--- src/rtl/prog_loader.sv ---
// prog_loader -- boot-time program loader in front of the riscv core.
//
// Accepts a framed word stream (header N, N payload words, XOR checksum),
// writes the payload to instruction memory starting at word address 0,
// waits SETTLE_CYCLES after a good checksum and then raises fetch_enable_o.
// A bad header or checksum latches err_o and fetch stays disabled.
//
// Ports:
//   clk, rst        clock, asynchronous active-high reset
//   start_i         one-cycle pulse requesting a new load (IDLE/RUN/ERR only)
//   s_valid_i       stream word valid
//   s_data_i        stream word
//   s_ready_o       loader can accept a word (HDR/LOAD/CHK)
//   mem_we_o        registered instruction-memory write strobe
//   mem_addr_o      registered write word address
//   mem_wdata_o     registered write data
//   fetch_enable_o  drives the core's fetch_enable_i (held in RUN)
//   busy_o          load in progress (HDR/LOAD/CHK/SETTLE)
//   done_o          last load completed successfully
//   err_o           last load failed
//
// Handshake: a beat transfers on a rising edge where s_valid_i && s_ready_o.
// s_ready_o depends only on the FSM state, never on s_valid_i, and the
// producer may drop s_valid_i between any two beats.
module prog_loader #(
  parameter int ADDR_WIDTH    = 8,
  parameter int SETTLE_CYCLES = 4
) (
  input  logic                  clk,
  input  logic                  rst,
  input  logic                  start_i,
  input  logic                  s_valid_i,
  input  logic [31:0]           s_data_i,
  output logic                  s_ready_o,
  output logic                  mem_we_o,
  output logic [ADDR_WIDTH-1:0] mem_addr_o,
  output logic [31:0]           mem_wdata_o,
  output logic                  fetch_enable_o,
  output logic                  busy_o,
  output logic                  done_o,
  output logic                  err_o
);

  // Word count needs one extra bit so that a full-memory load (N == DEPTH)
  // is representable.
  localparam int CNT_W = ADDR_WIDTH + 1;
  localparam int SET_W = (SETTLE_CYCLES < 2) ? 1 : $clog2(SETTLE_CYCLES + 1);

  localparam logic [CNT_W-1:0]      DEPTH_N     = CNT_W'(1) << ADDR_WIDTH;
  localparam logic [CNT_W-1:0]      ONE_N       = CNT_W'(1);
  localparam logic [ADDR_WIDTH-1:0] ONE_A       = ADDR_WIDTH'(1);
  localparam logic [SET_W-1:0]      ONE_S       = SET_W'(1);
  localparam logic [SET_W-1:0]      SETTLE_LOAD = SET_W'(SETTLE_CYCLES);

  typedef enum logic [2:0] {
    ST_IDLE   = 3'd0,
    ST_HDR    = 3'd1,
    ST_LOAD   = 3'd2,
    ST_CHK    = 3'd3,
    ST_SETTLE = 3'd4,
    ST_RUN    = 3'd5,
    ST_ERR    = 3'd6
  } state_e;

  // FSM state, kept as a named signal so checkers can bind to it.
  state_e                state_q, state_d;
  logic [CNT_W-1:0]      rem_q, rem_d;        // payload words still expected
  logic [ADDR_WIDTH-1:0] addr_q, addr_d;      // address of the next payload word
  logic [31:0]           xor_q, xor_d;        // running checksum
  logic [SET_W-1:0]      settle_q, settle_d;  // settle countdown
  logic                  we_q, we_d;
  logic [ADDR_WIDTH-1:0] waddr_q, waddr_d;
  logic [31:0]           wdata_q, wdata_d;
  logic                  fetch_q, fetch_d;
  logic                  done_q, done_d;
  logic                  err_q, err_d;

  logic             s_ready;
  logic             accept;
  logic [CNT_W-1:0] hdr_n;
  logic             hdr_bad;

  assign s_ready = (state_q == ST_HDR) || (state_q == ST_LOAD) || (state_q == ST_CHK);
  assign accept  = s_valid_i && s_ready;

  // Header: N in the low ADDR_WIDTH+1 bits; everything above must be zero.
  assign hdr_n   = s_data_i[ADDR_WIDTH:0];
  assign hdr_bad = (hdr_n == '0) || (hdr_n > DEPTH_N) || (|s_data_i[31:ADDR_WIDTH+1]);

  always_ff @(posedge clk or posedge rst) begin
    if (rst) begin
      state_q  <= ST_IDLE;
      rem_q    <= '0;
      addr_q   <= '0;
      xor_q    <= '0;
      settle_q <= '0;
      we_q     <= 1'b0;
      waddr_q  <= '0;
      wdata_q  <= '0;
      fetch_q  <= 1'b0;
      done_q   <= 1'b0;
      err_q    <= 1'b0;
    end else begin
      state_q  <= state_d;
      rem_q    <= rem_d;
      addr_q   <= addr_d;
      xor_q    <= xor_d;
      settle_q <= settle_d;
      we_q     <= we_d;
      waddr_q  <= waddr_d;
      wdata_q  <= wdata_d;
      fetch_q  <= fetch_d;
      done_q   <= done_d;
      err_q    <= err_d;
    end
  end

  always_comb begin
    state_d  = state_q;
    rem_d    = rem_q;
    addr_d   = addr_q;
    xor_d    = xor_q;
    settle_d = settle_q;
    we_d     = 1'b0;       // strobe is a single-cycle pulse per payload beat
    waddr_d  = waddr_q;    // address/data hold their last values
    wdata_d  = wdata_q;
    fetch_d  = fetch_q;
    done_d   = done_q;
    err_d    = err_q;

    unique case (state_q)
      ST_IDLE: begin
        done_d  = 1'b0;
        err_d   = 1'b0;
        fetch_d = 1'b0;
        if (start_i) state_d = ST_HDR;
      end

      ST_HDR: begin
        if (accept) begin
          if (hdr_bad) begin
            state_d = ST_ERR;
            err_d   = 1'b1;
          end else begin
            rem_d   = hdr_n;
            addr_d  = '0;
            xor_d   = '0;
            state_d = ST_LOAD;
          end
        end
      end

      ST_LOAD: begin
        if (accept) begin
          xor_d   = xor_q ^ s_data_i;
          we_d    = 1'b1;
          waddr_d = addr_q;
          wdata_d = s_data_i;
          rem_d   = rem_q - ONE_N;
          if (rem_q == ONE_N) begin
            // Last word: leave the address on the final slot rather than
            // letting a full-depth load roll it over to 0.
            state_d = ST_CHK;
          end else begin
            addr_d = addr_q + ONE_A;
          end
        end
      end

      ST_CHK: begin
        if (accept) begin
          if (s_data_i == xor_q) begin
            state_d  = ST_SETTLE;
            settle_d = SETTLE_LOAD;
          end else begin
            state_d = ST_ERR;
            err_d   = 1'b1;
          end
        end
      end

      ST_SETTLE: begin
        // Counter goes SETTLE_CYCLES..1; fetch is registered on the edge
        // where it reaches 0, i.e. SETTLE_CYCLES edges after the checksum.
        settle_d = settle_q - ONE_S;
        if (settle_q == ONE_S) begin
          state_d = ST_RUN;
          fetch_d = 1'b1;
          done_d  = 1'b1;
        end
      end

      ST_RUN: begin
        if (start_i) begin
          state_d = ST_HDR;
          fetch_d = 1'b0;
          done_d  = 1'b0;
        end
      end

      ST_ERR: begin
        if (start_i) begin
          state_d = ST_HDR;
          err_d   = 1'b0;
        end
      end

      default: state_d = ST_IDLE;
    endcase
  end

  assign s_ready_o      = s_ready;
  assign mem_we_o       = we_q;
  assign mem_addr_o     = waddr_q;
  assign mem_wdata_o    = wdata_q;
  assign fetch_enable_o = fetch_q;
  assign busy_o         = (state_q == ST_HDR) || (state_q == ST_LOAD) ||
                          (state_q == ST_CHK) || (state_q == ST_SETTLE);
  assign done_o         = done_q;
  assign err_o          = err_q;

endmodule

--- config.mk ---
export PLATFORM = sky130hd
export DESIGN_NAME = prog_loader
export DESIGN_NICKNAME = d
export VERILOG_FILES = /design/src/rtl/prog_loader.sv
export SDC_FILE = /design/constraint.sdc
export NUM_CORES = 1
export LEC_CHECK = 0
export ABC_CLOCK_PERIOD_IN_PS = 4100
export CORE_MARGIN = 2
export CORE_UTILIZATION = 54
export DETAILED_ROUTE_END_ITERATION = 6
export HOLD_SLACK_MARGIN = 0.06
export PLACE_DENSITY = 0.8
export RECOVER_POWER = 50
export REMOVE_ABC_BUFFERS = 1
export SYNTH_ARGS = -nofsm -noshare
export SYNTH_HDL_FRONTEND = slang
export SYNTH_SLANG_ARGS = --single-unit
--- constraint.sdc ---
create_clock -name clk -period 4.1 [get_ports clk]
set_clock_uncertainty 0.05 [all_clocks]
set_input_delay 1.025 -clock clk [delete_from_list [all_inputs] [get_ports clk]]
set_output_delay 1.025 -clock clk [all_outputs]
set_load 0.02 [all_outputs]
==> impl_results.md, run 1 <==
- Status: finished with violations
- Failing checks: capacitance limit, slew limit
- Slew @ Worst Pin: 2294 ps
- Worst Path Max Fanout: 23
- Share of post-route cells with drive strength above 1: 5.864%
- Netlist cell types: 57
- Ys Warns: 0
- Setup bufs post-CTS: 0
- IO Port Bufs: 81
- Largest stage delay on the critical path: 490 ps
- Core area: 9196 um2
- Final WL: 12.42 mm
- Power Dens Cells: 694.2 nW/um2
- Initial Utilization: 55.32%
- Post-synth EDFFs: 0
- Area grow syn2layout: 21.30%
- Critical path required time: 4320 ps
- Synth Area in Simple Gates: 20.81%
- Clk buf depth: 2
- Crit. End Element: register
- Synth async-reset ratio: 100.0%
- Yosys reg bits: 98
- IO Count: 82
- Global Route met3 Usage: 4.300%
- XOR/XNOR Fraction of Synth Area: 5.853%
- Maxcap violations: 2
- Min-delay src: mem_wdata_o[2]
- Global route overflow: 0
- Tcrit/Tclk final: 76.42%
- Cell count after placement: 726
- Slew HR: -53.79%
- Min Hold Slack: 430.8 ps
- Final slew viol count: 50
- Largest family of logic cells by synthesized area: simple AND/OR/NAND/NOR gates
- GRT Overall Usage: 25.82%
- Overall Power: 4.284 mW
- Crit Reg-Reg Endpoint: xor_q[12]
- HPWL after DPL: 8.493 mm
- Syn avg cell area: 9.150 um2
- Busiest layer in global routing: met2
- Die Y: 101.1 um
- CTS Hold Bufs: 0
- Gp weighted congestion: 0.8549
- LEAKAGE: 2.886 nW
- CTS tree: done
- Final setup fails: 0
- Clock Pin Slew Worst Setup and Hold Paths: 90 ps
- RSZ-0062 raised after global routing: no
- Hold path depth: 2
- Synthesized area: 5087 um2
- F_max: 319.2 MHz
- Via count: 4367
- Die width: 101.1 um
- Fillers: 738
- Vias in the first global route: 4321
- Sw Ratio: 40.85%
- R2R depth: 5
- Resized Gates After CTS: 0
- Reg2Reg Launch Point: state_q[1]
- First-pass GRT wire length: 20.98 mm
- Fin Setup TNS: 0 ps
- Die ar.: 10210 um2
- CP max stage cell: clkdlybuf4s50_1
- Internal: 2.534 mW
- Sw power: 1.750 mW
- Multiplexer share of the synthesized area: 1.205%
- Non-Filler Instances: 743
- Clock root buffer: clkbuf_8
- Top FF cell, synth: dfrtp_1
- Fin. Hold Viols: 0
- R2r setup slk: 1360 ps
- Pre-Repair DR Iteration Count: 5
- Combinational Power Share: 43.8%
- Placement Setup Slack: 601.2 ps
- HP Class: reg -> reg
- Num rows: 35
- Hold Path Sink: mem_wdata_o[2]
- Clk pwr share: 14.9%
- Final worst path period need: 3133 ps
- Post-synthesis sequential area ratio: 48.20%
- CTS H-Tree Depth: 3
- Clock Sinks: 98
- Arr. time, crit path: 3350 ps
- Post-layout nets: 667
- Post-synthesis compound-gate area fraction: 18.84%
- Synth Area in Adders: 1.230%
- Worst-Skew Late Latency: 380 ps
- Worst Slack Setup Final: 967.0 ps
- DRC: 0
- Met1 track demand over resource: 36.43%
- WL/cell: 16.72 um
- Vias per cell: 5.878
- Kind of start point of the critical path: input port
- Crit-path cells: clkdlybuf4s50_1 -> nor4_1 -> nand4_1 -> o41ai_4 -> buf_4 -> o211ai_1 -> a21o_1
- Total CTS buffers: 9
- Pin count of the biggest net entering global routing: 74
- Post-route ant nets: 0
- Post-Synthesis Cells: 556
- Met2 global-route usage: 39.99%
- Critical path class: in -> reg
- Initial antenna violation count: 1
- Seq pwr share: 41.3%
- Maximum vdd ir drop: 0.4093 mV
- DRT iter0 DRCs: 281
-- cell families after synthesis --
family          count (synthesis)
fa+ha+maj                       5
buf+inv                        42
xor+xnor                       34
flops                          98
mux                             6
compound gates                138
simple gates                  233
-- through the flow --
step / utilization [%] / instance area, um2
finish: 67.10 / 6171
global route: 67.07 / 6168
CTS: 67.12 / 6172
detailed placement: 65.02 / 5979
global placement: 65.02 / 5979
floorplan: - / 4932
-- final cells by class --
class / count / area (um2) / share of cell area [%]
Antenna cell: 1 / 2.502 / 0.04055
Clock buffer: 10 / 127.6 / 2.068
Clock inverter: 6 / 65.06 / 1.054
Inverter: 11 / 42.54 / 0.6894
Multi-Input combinational cell: 416 / 2441 / 39.56
Sequential cell: 98 / 2452 / 39.74
Tap cell: 111 / 138.9 / 2.251
Timing Repair Buffer: 90 / 900.9 / 14.60
-- critical path: cells and delay by family --
family	cells	cell delay [ps]
buffers and inverters	2	830
and+or+nand+nor	2	700
AOI/OAI and AO/OA	3	800
-- power groups by stage --
stage                     Combinational (mW)  Clock, mW  Sequential (mW)
after floorplan                        0.939          0             1.91
after global placement                  1.80          0             1.75
after detailed placement                1.87          0             1.78
after CTS                               1.88      0.648             1.76
after global routing                    2.06      0.685             1.83
final                                   1.88      0.640             1.77
-- worst max path at each step --
stage	cells after the start	endpoint	slack (ps)	start
final	7	xor_q[12]	970	s_data_i[11]
after floorplan	6	xor_q[10]	-20	state_q[2]
after detailed placement	7	xor_q[12]	600	s_data_i[11]
after global routing	2	rem_q[6]	860	rst
after global placement	6	rem_q[1]	600	s_data_i[10]
after CTS	7	xor_q[12]	990	s_data_i[11]
-- registers in the layout, indices dropped and copies added (netlist names) --
signal       count
xor_q           32
done_o           1
err_o            1
rem_q            9
mem_we_o         1
settle_q         3
mem_addr_o       8
mem_wdata_o     32
addr_q           8
state_q          3
-- placed cells by master, fill, tap and decap left out, types with 2 or more instances in the layout --
| cell | count |
|---|---|
| nand2_1 | 136 |
| dfrtp_1 | 98 |
| clkdlybuf4s50_1 | 78 |
| nor2_1 | 40 |
| xor2_1 | 29 |
| a21o_1 | 26 |
| o211ai_1 | 26 |
| a21oi_1 | 25 |
| o21ai_0 | 16 |
| o21a_1 | 13 |
| nor4_1 | 12 |
| inv_1 | 10 |
| a31oi_1 | 10 |
| clkbuf_8 | 9 |
| nand3_1 | 8 |
| nor3_1 | 6 |
| buf_4 | 6 |
| nor3b_1 | 5 |
| xnor2_1 | 5 |
| mux2i_1 | 5 |
| ha_1 | 5 |
| o31ai_1 | 4 |
| nor4_2 | 3 |
| nand4_1 | 3 |
| or3_1 | 3 |
| dlygate4sd3_1 | 3 |
| nand2_2 | 2 |
| nor4b_1 | 2 |
| and3_1 | 2 |
| and4_1 | 2 |
| o21ai_1 | 2 |
| a22oi_1 | 2 |
| a21boi_0 | 2 |
| clkinv_2 | 2 |
| buf_12 | 2 |
-- cell usage after synthesis (all sizes together) (5+ instances only) --
library cell,instances,area [um2]
a21o,26,195.2
a21oi,25,125.1
a31oi,11,75.07
buf,13,86.33
clkbuf,18,68.81
dfrtp,98,2452
ha,5,62.56
inv,11,41.29
mux2i,5,50.05
nand2,138,520.5
nand3,8,40.04
nor2,40,150.1
nor3,6,30.03
nor3b,5,37.54
nor4,16,133.9
o211ai,26,195.2
o21a,13,97.59
o21ai,18,90.09
xnor2,5,43.79
xor2,29,254.0
-- metal layers --
| metal | routed length (um) | vias up |
|---|---|---|
| met3 | 689 | 18 |
| li1 | - | 2084 |
| met2 | 5869 | 135 |
| met5 | 0 | - |
| met1 | 5641 | 2130 |
| met4 | 223 | 0 |
Note: power is estimated with default switching activity, not from simulation.
==> inputs of run 2 (changes only) <==
--- a/config.mk
+++ b/config.mk
@@ -5,7 +5,7 @@
 export SDC_FILE = /design/constraint.sdc
 export NUM_CORES = 1
 export LEC_CHECK = 0
-export ABC_CLOCK_PERIOD_IN_PS = 4100
+export ABC_CLOCK_PERIOD_IN_PS = 2900
 export CORE_MARGIN = 2
 export CORE_UTILIZATION = 54
 export DETAILED_ROUTE_END_ITERATION = 6
==> constraint.sdc (replaced) <==
create_clock -name clk -period 2.9 [get_ports clk]
set_clock_uncertainty 0.05 [all_clocks]
set_input_delay 0.725 -clock clk [delete_from_list [all_inputs] [get_ports clk]]
set_output_delay 0.725 -clock clk [all_outputs]
set_load 0.02 [all_outputs]
==> run 2 against run 1 <==
Effect of this change:
- the flow still finishes with violations (capacitance limit, slew limit)
- global-route usage rose by 1.6 points
- cell count rose by 6.2%
- sequential power rose by 42%
- flip-flop and latch count did not move
- largest power group unchanged
- highest routed layer unchanged
==> impl_results.md, run 2 (synthesized netlist as in run 1, its figures left out) <==
- Initial antenna violation count: 0
- Vias per cell: 5.895
- Kind of start point of the critical path: input port
- Clock root buffer: clkbuf_8
- Design area: 6529 um2
- Reg2Reg Launch Point: state_q[2]
- Most frequent cells in the layout: 137 x nand2_1, 98 x dfrtp_1, 72 x clkdlybuf4s50_1
- HP Class: reg -> reg
- Crit-path cells: clkdlybuf4s50_1 -> nor4_1 -> buf_4 -> nand4_1 -> buf_4 -> or4_1 -> a21boi_0 -> mux2i_1
- CTS tree: done
- CP top delay family: simple AND/OR/NAND/NOR gates
- Placed cell area: 6345 um2
- Total CTS buffers: 9
- Die width: 101.1 um
- Share of post-route cells with drive strength above 1: 11.95%
- Setup bufs post-CTS: 0
- Crit Reg-Reg Endpoint: addr_q[2]
- Maxcap violations: 1
- Status: finished with violations
- Maximum vdd ir drop: 0.4764 mV
- Placement Setup Slack: -206.9 ps
- Final slew viol count: 40
- Fillers: 702
- Clock Pin Slew Worst Setup and Hold Paths: 90 ps
- Fin. Hold Viols: 0
- Post-layout nets: 714
- CP max stage cell: or4_1
- R2r setup slk: 490 ps
- DRC: 0
- Gp weighted congestion: 0.8618
- Arr. time, crit path: 2960 ps
- Final WL: 13.27 mm
- CP startpoint: s_data_i[11]
- Die ar.: 10210 um2
- Worst Path Max Fanout: 5
- F_max: 362.2 MHz
- Top cell by count, worst path: buf_4
- CP Depth: 8
- Worst Slack Setup Final: 139.2 ps
- Tcrit/Tclk final: 95.20%
- Crit. End Element: register
- Vias in the first global route: 4551
- Global route overflow: 0
- Final setup fails: 0
- Slew HR: -10.30%
- Worst-Skew Late Latency: 360 ps
- Clk buf depth: 2
- WL/cell: 16.82 um
- R2R depth: 6
- IO Count: 82
- Resized Gates After CTS: 0
- Slew @ Worst Pin: 1653 ps
- Critical path required time: 3100 ps
- Crit path buf inv count: 3
- First-pass GRT wire length: 22.12 mm
- Power Dens Cells: 942.2 nW/um2
- Num rows: 35
- LEAKAGE: 3.131 nW
- Final worst path period need: 2761 ps
- CTS Hold Bufs: 0
- CTS H-Tree Depth: 3
- Critical path class: in -> reg
- Area grow syn2layout: 28.33%
- Clock Sinks: 98
- GRT Overall Usage: 27.39%
- Hold path depth: 2
- HPWL after DPL: 9.452 mm
- Initial Utilization: 55.32%
- N_diodes: 0
- DRT iter0 DRCs: 328
- Commonest non-fill, non-tap cell in the layout: nand2_1
- Core area: 9196 um2
- Post-route ant nets: 0
- Pin count of the biggest net entering global routing: 53
- RSZ-0062 raised after global routing: no
- Crit path to: addr_q[2]
- Failing checks: capacitance limit, slew limit
- Pre-Repair DR Iteration Count: 6
- Via count: 4651
- IO Port Bufs: 81
- Die Y: 101.1 um
- Overall Power: 6.152 mW
- Largest stage delay on the critical path: 560 ps
run 2: how the worst min path moves through the flow:
stage | start | endpoint | slack, ps
after CTS | mem_addr_o[3] | mem_addr_o[3] | 440
after detailed placement | mem_addr_o[3] | mem_addr_o[3] | 410
after global placement | mem_wdata_o[4] | mem_wdata_o[4] | 410
final | mem_wdata_o[0] | mem_wdata_o[0] | 420
after global routing | mem_wdata_o[0] | mem_wdata_o[0] | 450
after floorplan | addr_q[7] | addr_q[7] | 400
run 2: power breakdown:
group / leakage (nW) / switching, mW / internal, mW
Combinational: 1.80 / 1.44 / 1.26
Sequential: 1.23 / 0.566 / 1.95
Clock: 0.0962 / 0.503 / 0.428
run 2: stage by stage:
stage / util (%) / TNS (ps) / cells / hold slack, ps
after CTS: 71.21 / 0 / 789 / 435.4
after floorplan: - / -126980 / 525 / 400.4
after detailed placement: 68.99 / -3980 / 773 / 411.7
after global placement: 68.99 / -3217 / 773 / 407.0
after global routing: 70.99 / 0 / 789 / 453.4
final: 70.99 / 0 / 789 / 423.4
run 2: layer usage:
layer / GRT usage [%] / wire length, um
met4: 9.667 / 265
met5: 0 / 0
met1: 38.90 / 5820
met2: 43.81 / 6476
met3: 3.051 / 708
run 2: cell type report:
type / count / area [um2] / area share [%]
well taps: 111 / 138.9 / 2.127
clock inverters: 5 / 62.56 / 0.9582
multi-input cells: 416 / 2439 / 37.35
inverters: 11 / 41.29 / 0.6324
clock buffers: 11 / 141.4 / 2.166
repair buffers: 137 / 1254 / 19.20
flip-flops and latches: 98 / 2452 / 37.56
run 2: worst reg2reg max path, stage by stage (launching register included):
cell and delay (ps):
dfrtp_1 570, and2b_1 390, nand4_1 210, buf_4 210, or4_1 560, a21boi_0 200
mux2i_1 110
